File: src/rtl/npc_btb_if.sv
// Fetch-side bus of the next-PC unit: the fetch PC and its prediction, plus
// the branch/jump resolution port coming back from execute.
interface npc_btb_if #(
    parameter int WIDTH = 32
);
    logic             stall;
    logic [WIDTH-1:0] pc;
    logic [WIDTH-1:0] pc_4;
    logic             pred_taken;
    logic [WIDTH-1:0] pred_target;

    // res_valid qualifies every res_* field for exactly the cycle it is high.
    // There is no ready: the unit accepts each resolution in that cycle.
    logic             res_valid;
    logic [WIDTH-1:0] res_pc;
    logic [1:0]       res_kind;
    logic             res_taken;
    logic [WIDTH-1:0] res_target;
    logic             res_pred_taken;
    logic [WIDTH-1:0] res_pred_target;
    logic             redirect;

    // master: fetch/execute side that drives stall and resolutions
    modport master (
        output stall, res_valid, res_pc, res_kind, res_taken, res_target,
               res_pred_taken, res_pred_target,
        input  pc, pc_4, pred_taken, pred_target, redirect
    );

    // slave: the next-PC unit itself
    modport slave (
        input  stall, res_valid, res_pc, res_kind, res_taken, res_target,
               res_pred_taken, res_pred_target,
        output pc, pc_4, pred_taken, pred_target, redirect
    );
endinterface

File: src/rtl/npc_btb.sv
// Next-PC unit: architectural PC register plus a direct-mapped BTB with
// 2-bit saturating counters, trained by execute and redirecting on mispredict.
module npc_btb #(
    parameter int               WIDTH     = 32,
    parameter logic [WIDTH-1:0] RESET_PC  = WIDTH'(32'h0000_3000),
    parameter int               BTB_DEPTH = 8
) (
    input  logic        clk,
    input  logic        reset,
    npc_btb_if.slave    bus
);
    localparam int IDX   = $clog2(BTB_DEPTH);
    localparam int TAG_W = WIDTH - IDX - 2;

    localparam logic [1:0] KIND_BRANCH   = 2'd0;
    localparam logic [1:0] KIND_RESERVED = 2'd3;

    logic [WIDTH-1:0] pc_q;
    logic [WIDTH-1:0] pc_d;
    logic [WIDTH-1:0] pc_4;

    logic             btb_valid  [BTB_DEPTH];
    logic [TAG_W-1:0] btb_tag    [BTB_DEPTH];
    logic [WIDTH-1:0] btb_target [BTB_DEPTH];
    logic [1:0]       btb_ctr    [BTB_DEPTH];
    logic             btb_uncond [BTB_DEPTH];

    logic [IDX-1:0]   lk_idx;
    logic [TAG_W-1:0] lk_tag;
    logic             lk_hit;
    logic             pred_taken;
    logic [WIDTH-1:0] pred_target;

    logic [IDX-1:0]   up_idx;
    logic [TAG_W-1:0] up_tag;
    logic             up_hit;
    logic             res_active;
    logic             redirect;
    logic [WIDTH-1:0] redirect_pc;

    // Fetch-side lookup on the registered PC; reads pre-update BTB contents.
    assign pc_4        = pc_q + WIDTH'(4);
    assign lk_idx      = pc_q[IDX+1:2];
    assign lk_tag      = pc_q[WIDTH-1:IDX+2];
    assign lk_hit      = btb_valid[lk_idx] && (btb_tag[lk_idx] == lk_tag);
    assign pred_taken  = lk_hit && (btb_uncond[lk_idx] || btb_ctr[lk_idx][1]);
    assign pred_target = pred_taken ? btb_target[lk_idx] : pc_4;

    assign up_idx      = bus.res_pc[IDX+1:2];
    assign up_tag      = bus.res_pc[WIDTH-1:IDX+2];
    assign up_hit      = btb_valid[up_idx] && (btb_tag[up_idx] == up_tag);
    assign res_active  = bus.res_valid && (bus.res_kind != KIND_RESERVED);

    assign redirect    = res_active &&
                         ((bus.res_taken != bus.res_pred_taken) ||
                          (bus.res_taken && (bus.res_target != bus.res_pred_target)));
    assign redirect_pc = bus.res_taken ? bus.res_target : bus.res_pc + WIDTH'(4);

    // Redirect outranks stall: a flush must land even while fetch is held.
    always_comb begin
        pc_d = pred_target;
        if (reset) begin
            pc_d = RESET_PC;
        end else if (redirect) begin
            pc_d = redirect_pc;
        end else if (bus.stall) begin
            pc_d = pc_q;
        end
    end

    always_ff @(posedge clk) begin
        if (reset) begin
            pc_q <= RESET_PC;
        end else begin
            pc_q <= pc_d;
        end
    end

    // Training ignores stall; tags and targets need no reset behind valid.
    always_ff @(posedge clk) begin
        if (reset) begin
            for (int i = 0; i < BTB_DEPTH; i++) begin
                btb_valid[i] <= 1'b0;
                btb_ctr[i]   <= 2'b00;
            end
        end else if (res_active) begin
            if (up_hit) begin
                if (bus.res_kind == KIND_BRANCH) begin
                    if (bus.res_taken) begin
                        btb_target[up_idx] <= bus.res_target;
                        if (btb_ctr[up_idx] != 2'b11) begin
                            btb_ctr[up_idx] <= btb_ctr[up_idx] + 2'd1;
                        end
                    end else if (btb_ctr[up_idx] != 2'b00) begin
                        btb_ctr[up_idx] <= btb_ctr[up_idx] - 2'd1;
                    end
                end else begin
                    btb_target[up_idx] <= bus.res_target;
                    btb_uncond[up_idx] <= 1'b1;
                end
            end else if (bus.res_taken) begin
                btb_valid[up_idx]  <= 1'b1;
                btb_tag[up_idx]    <= up_tag;
                btb_target[up_idx] <= bus.res_target;
                btb_ctr[up_idx]    <= 2'b10;
                btb_uncond[up_idx] <= (bus.res_kind != KIND_BRANCH);
            end
        end
    end

    assign bus.pc          = pc_q;
    assign bus.pc_4        = pc_4;
    assign bus.pred_taken  = pred_taken;
    assign bus.pred_target = pred_target;
    assign bus.redirect    = redirect;
endmodule
File: src/flat_wrapper.sv
// flat-port wrapper written by rule: the top's interface ports become plain ports
module npc_btb_flat 
#(
    parameter int               WIDTH     = 32,
    parameter logic [WIDTH-1:0] RESET_PC  = WIDTH'(32'h0000_3000),
    parameter int               BTB_DEPTH = 8
)
  (clk, reset, bus_stall, bus_res_valid, bus_res_pc, bus_res_kind, bus_res_taken, bus_res_target, bus_res_pred_taken, bus_res_pred_target, bus_pc, bus_pc_4, bus_pred_taken, bus_pred_target, bus_redirect);
  npc_btb_if #(.WIDTH(WIDTH)) bus_i ();
  input  logic clk;
  input  logic reset;
  input wire logic [$bits(bus_i.stall)-1:0] bus_stall;
  input wire logic [$bits(bus_i.res_valid)-1:0] bus_res_valid;
  input wire logic [$bits(bus_i.res_pc)-1:0] bus_res_pc;
  input wire logic [$bits(bus_i.res_kind)-1:0] bus_res_kind;
  input wire logic [$bits(bus_i.res_taken)-1:0] bus_res_taken;
  input wire logic [$bits(bus_i.res_target)-1:0] bus_res_target;
  input wire logic [$bits(bus_i.res_pred_taken)-1:0] bus_res_pred_taken;
  input wire logic [$bits(bus_i.res_pred_target)-1:0] bus_res_pred_target;
  output wire logic [$bits(bus_i.pc)-1:0] bus_pc;
  output wire logic [$bits(bus_i.pc_4)-1:0] bus_pc_4;
  output wire logic [$bits(bus_i.pred_taken)-1:0] bus_pred_taken;
  output wire logic [$bits(bus_i.pred_target)-1:0] bus_pred_target;
  output wire logic [$bits(bus_i.redirect)-1:0] bus_redirect;
  assign bus_i.stall = bus_stall;
  assign bus_i.res_valid = bus_res_valid;
  assign bus_i.res_pc = bus_res_pc;
  assign bus_i.res_kind = bus_res_kind;
  assign bus_i.res_taken = bus_res_taken;
  assign bus_i.res_target = bus_res_target;
  assign bus_i.res_pred_taken = bus_res_pred_taken;
  assign bus_i.res_pred_target = bus_res_pred_target;
  assign bus_pc = bus_i.pc;
  assign bus_pc_4 = bus_i.pc_4;
  assign bus_pred_taken = bus_i.pred_taken;
  assign bus_pred_target = bus_i.pred_target;
  assign bus_redirect = bus_i.redirect;
  npc_btb #(.WIDTH(WIDTH), .RESET_PC(RESET_PC), .BTB_DEPTH(BTB_DEPTH)) u_core (.clk(clk), .reset(reset), .bus(bus_i));
endmodule
File: config.mk
export PLATFORM = sky130hd
export DESIGN_NAME = npc_btb_flat
export DESIGN_NICKNAME = d
export VERILOG_FILES = /design/src/rtl/npc_btb_if.sv /design/src/rtl/npc_btb.sv /design/src/flat_wrapper.sv
export SDC_FILE = /design/constraint.sdc
export NUM_CORES = 1
export LEC_CHECK = 0
export ABC_AREA = 1
export CAP_MARGIN = 40
export CORE_AREA = 2 2 340 342
export CTS_CLUSTER_SIZE = 25
export DETAILED_ROUTE_END_ITERATION = 10
export DIE_AREA = 0 0 342 344
export PLACE_DENSITY = 0.41
export SETUP_SLACK_MARGIN = 0.3
export SLEW_MARGIN = 20
export SYNTH_ARGS = -nofsm -noshare
export SYNTH_HDL_FRONTEND = slang
export SYNTH_SLANG_ARGS = --single-unit
File: constraint.sdc
create_clock -name clk -period 5.3 [get_ports clk]
set_clock_uncertainty 0.05 [all_clocks]
set_input_delay 1.06 -clock clk [delete_from_list [all_inputs] [get_ports clk]]
set_output_delay 1.06 -clock clk [all_outputs]
set_load 0.005 [all_outputs]
Word level (Yosys, flattened, before mapping) --
Memory sizes are Yosys's and may differ from the RTL's. A register that Yosys moved wholly into a read port is not among the register bits. Cells that the tools add are included.
Word-level totals: memory bits (read-only) 0, register bits after elaboration 32, bits in latches 0, bits in writable memories 504, input bits 104, memories kept 5, output and inout bits 98
Operators by class: magnitude comparators 0, mux-type cells 56, bitwise operators 5, shift operators 0, equal/unequal tests 7, divide/modulo/power cells 0, multipliers 0, add/sub/neg operators 4, reductions and logical operators 13
Memory list:
- u_core.btb_target | words 8, width 32, rd ports 1, clocked after memory_dff 1, write ports 1, RTL line npc_btb.sv:24 | logic [WIDTH-1:0] btb_target [BTB_DEPTH];
- u_core.btb_tag | words 8, width 27, rd ports 2, clocked after memory_dff 1, write ports 1, RTL line npc_btb.sv:23 | logic [TAG_W-1:0] btb_tag [BTB_DEPTH];
- u_core.btb_ctr | words 8, width 2, rd ports 2, clocked after memory_dff 1, write ports 8, RTL line npc_btb.sv:25 | logic [1:0] btb_ctr [BTB_DEPTH];
- u_core.btb_uncond | words 8, width 1, rd ports 1, clocked after memory_dff 1, write ports 1, RTL line npc_btb.sv:26 | logic btb_uncond [BTB_DEPTH];
- u_core.btb_valid | words 8, width 1, rd ports 2, clocked after memory_dff 1, write ports 8, RTL line npc_btb.sv:22 | logic btb_valid [BTB_DEPTH];
Operators with widths (count):
- $mux W32 | 6
- $add A32 B3 Y32 const B | 2
- $eq A27 B27 Y1 | 2
- $mux W3 | 12
- $mux W1 | 35
- $ne A32 B32 Y1 | 1
- $logic_and A1 B1 Y1 | 6
- $mux W2 | 3
- $or A1 B1 Y1 | 5
- $ne A2 B2 Y1 const B | 2
- $reduce_bool A2 Y1 | 2
- $add A2 B1 Y2 const B | 1
- $logic_not A2 Y1 | 1
- $logic_or A1 B1 Y1 | 2
- $ne A2 B1 Y1 const B | 1
- $reduce_or A2 Y1 | 1
- $sub A2 B1 Y2 const B | 1
- $ne A1 B1 Y1 | 1
- $reduce_or A1 Y1 | 1

Depth between registers and ports, before layout --
An unclocked memory read counts as a cell.
word-level depth 13, mapped depth 22

Worst setup path after synthesis --
Ideal clock, no wire load.
kind input to register, start in bus_res_pc[2], end mem u_core.btb_target[0][0] (enable), data arrival time 4.221 ns, stages 16, path buffers 3, slack 0.598 ns, setup time 0.432 ns, path through buf_4 > buf_2 > buf_2 > o21ai_0 > nand2_1 > nand2_1 > nand2_1 > nand3_1 > nand2_1 > inv_1 > nand2_1 > nor2_1 > nand3_1 > nor2_2 > nand3b_2 > a21oi_1
On the way: longest elaborated chain between the ends 9, elaborated cells between the ends (all ways) 18, those cells by class 1 x eq/ne; 12 x mux; 2 x bitwise; 1 x reduce/logical; 2 x memory
Ends and longest elaborated chain:
- start, declared | RTL line flat_wrapper.sv:14 | input wire logic [$bits(bus_i.res_pc)-1:0] bus_res_pc;
- $mem_v2 Z8 W27
- $eq A27 B27 Y1 | RTL line npc_btb.sv:51 | assign up_hit = btb_valid[up_idx] && (btb_tag[up_idx] == up_tag);
- $logic_and A1 B1 Y1 | RTL line npc_btb.sv:51
- $mux W1 | RTL line npc_btb.sv:87 | if (up_hit) begin
- $mux W1 | RTL line npc_btb.sv:86 | end else if (res_active) begin
- $mux W1 | RTL line npc_btb.sv:81 | if (reset) begin
- $mux W1 (on tied branches) | RTL line npc_btb.sv:90, npc_btb.sv:98
- $or A1 B1 Y1 (no source line) (2 in a row)
- end, declared | RTL line npc_btb.sv:24
Several ways; a longest one is shown, not always the timed one.

Worst setup path after layout --
start reg u_core.pc_q[3], in the netlist u_core.bus.pc[3], end out bus_pred_target[26]
On the way: longest elaborated chain between the ends 2
Ends and longest elaborated chain:
- start, declared | RTL line npc_btb.sv:18 | logic [WIDTH-1:0] pc_q;
- start signal, assigned | RTL line npc_btb.sv:75 | pc_q <= pc_d;
- $add A32 B3 Y32 | RTL line npc_btb.sv:42 | assign pc_4 = pc_q + WIDTH'(4);
- $mux W32 | RTL line npc_btb.sv:47 | assign pred_target = pred_taken ? btb_target[lk_idx] : pc_4;
- end, declared | RTL line flat_wrapper.sv:23 | output wire logic [$bits(bus_i.pred_target)-1:0] bus_pred_target;
No other way between the ends.

==> results.cfg <==
[worst_setup_path]
crit_required_ns = 4.19
worst_setup_path_end_kind = output port
cp.arrival_ns = 3.88
worst-setup-path-type = flop to output port
cp_max_fo = 4
start_kind = flop

[final_layout]
fin_nets = 3632
areaGrowthSynthToFinish_pct = 26.2
seq_area_um2 = 15800
multiInputGateArea_um2 = 10900
layout-drive-gt1-share_pct = 10.2
fillers = 12110

[die]
start_util_pct = 24.8
die_area_um2 = 118000
coreArea_um2 = 114000
num_rows = 124
ios = 202
die_y_um = 344
die_w_um = 342

[yosys]
syn_nets = 3393
synth_area_leader_cell = edfxtp_1
synth_common_cells = nand2_1, edfxtp_1, nand3_1
ys.flop_type = edfxtp_1
yosysWarnings = 0
ys_seq_area_share_pct = 55.8
avgSynthCellArea_um2 = 8.59
syn_area_um2 = 28200
synth.distinct_cells = 46
syn_inst = 3287
synthArstFlopShare_pct = 0
synth-edff-count = 496
synth_top_cell_area_share_pct = 52.8
ys_ff_latch = 539
yosysMostFrequentCell = nand2_1
ys_top_cells_by_area = edfxtp_1, nand2_1, nand3_1

[route]
routed_via_density = 4.93
drtIter0Drc = 2451
wl_um = 129000
drc = 0
dr_total_vias = 25078
postRouteAntennaNets = 0
firstDrtPassIters = 6
wire_per_inst_um = 25.4

[pwr]
power_density_nw_per_um2 = 310
ir_worst_vdd_mv = 0.216
p_leak_uw = 0.0140

[cts]
cts_tree = built
cts-buffers-inserted = 66
cts-hold-fix-buffers = 0
h-tree-depth = 3
clk_pin_slew_worst_paths_ns = 0.06
cts.sinks = 539
cts_root_buf = clkbuf_16
clkLatencyLatePin_ns = 0.65
cts_buffer_depth = 3

[worst_hold_path]
hold_path_class = flop to flop

[timing]
fin_tns_setup_ns = 0
slew_violations = 0
slew_headroom_pct = 41.7
period_needed_ns = 4.99
worstMarginPinSlew_ns = 0.872
post-route-period-util_pct = 94.1
setup_viol = 0
clock.fmax_mhz = 200
rsz0062_at_grt = yes
setup_ws_ns = 0.312
hold_viol_final = 0

[place]
gp_congestion = 0.960
port_buffers = 201
place_ws_ns = 0.498
dpl.hpwl_um = 88500

[global_route]
grt_pass1_vias = 23755
grt_pass1_wl_um = 179000
grt_max_degree = 81
groute.usage.overall_pct = 21.2
grt_overflow_total = 0
antenna_found_initial = 5

[run]
cap_violations = 0

[run_status]
outcome = finished, final reports clean
## worst max-delay path, cell delays in order (launching register included)
cell	delay (ns)
dfxtp_1	0.49
ha_2	0.30
nand3_1	0.17
nor2_4	0.20
inv_1	0.11
nor2_1	0.34
nand3_1	0.18
nor2_1	0.20
xor2_2	0.27
inv_1	0.07
nand2_1	0.06
o21ai_1	0.21
inv_1	0.12
clkdlybuf4s50_1	0.51
## power breakdown
part / switching [uW] / internal, uW
Combinational: 1230 / 621
Clock: 1920 / 2490
Sequential: 84.4 / 4710
Total: 3240 / 7820
## sequential cells by signal, indices dropped and copies added (netlist names), named ones only
signal / count
u_core.bus.pc: 32
u_core.btb_tag: 216
u_core.btb_valid: 8
u_core.btb_target: 256
u_core.btb_ctr: 16
u_core.btb_uncond: 8
## through the flow
step	hold WS, ns	util (%)	power (uW)	area [um2]	cells
3_5_place_dp	0.439	28.7	6590	32700	4940
5_1_grt	0.459	31.3	11400	35600	5089
6_report	0.450	31.3	11100	35600	5091
4_1_cts	0.449	30.8	11100	35100	5070
3_3_place_gp	0.431	28.7	6600	32700	4937
2_1_floorplan	0.395	-	5680	28200	3287
## final cells by class
type                    count  area share, %
well taps                1512           5.31
flip-flops and latches    539           44.3
diodes                      3         0.0211
inverters                 303           3.22
multi-input cells        2271           30.7
repair buffers            345           10.8
clock buffers              88           5.01
clock inverters            30          0.748
## cell families (layout without fill, tap and decap cells)
| group | Yosys count | after routing | synth area share [%] |
|---|---|---|---|
| AND/OR/NAND/NOR | 1733 | 1734 | 25.9 |
| flip-flops | 539 | 539 | 55.8 |
| buffers and inverters | 478 | 766 | 7.02 |
| AO/OA/AOI/OAI | 471 | 471 | 9.25 |
| XOR/XNOR | 64 | 64 | 1.99 |
| adder cells (fa/ha/maj) | 2 | 2 | 0.0886 |
| other | 0 | 3 | 0 |
## layout by cell type, fill, tap and decap left out, types with 35 or more instances in the layout
cell / instances
a21oi_1: 41
buf_4: 88
clkbuf_16: 73
clkdlybuf4s50_1: 188
dfxtp_1: 36
edfxtp_1: 496
inv_1: 295
nand2_1: 977
nand3_1: 285
nand4_1: 41
nor2_1: 264
o21ai_0: 290
o221ai_1: 35
o22ai_1: 40
xor2_1: 45
## per-layer routing
layer | vias up | global-route usage, % | share of wire, %
met1 | 12378 | 29.7 | 46
met4 | 6 | 6.47 | 2.7
met2 | 992 | 33.3 | 45
li1 | 11539 | - | -
met5 | - | 0 | 0.029
met3 | 163 | 3.79 | 7.0
## timing repair
action,CTS,global route
endpoints found under the setup margin,32,33
pin swaps,2,10
gates resized for setup,32,85
endpoints found under the hold margin,0,0
buffers inserted,6,10
cloned,6,7
## final timing paths
kind | start | endpoint | slack [ns] | cells after the start
worst min-delay path | u_core.btb_valid[2] | u_core.btb_valid[2] | 0.45 | 2
worst min register to register | u_core.btb_valid[2] | u_core.btb_valid[2] | 0.45 | 2
worst max register to register | flop | flop | 1.96 | 15
worst max-delay path | u_core.bus.pc[3] | bus_pred_target[26] | 0.31 | 13
No activity file was read; power rests on OpenSTA's default activity.
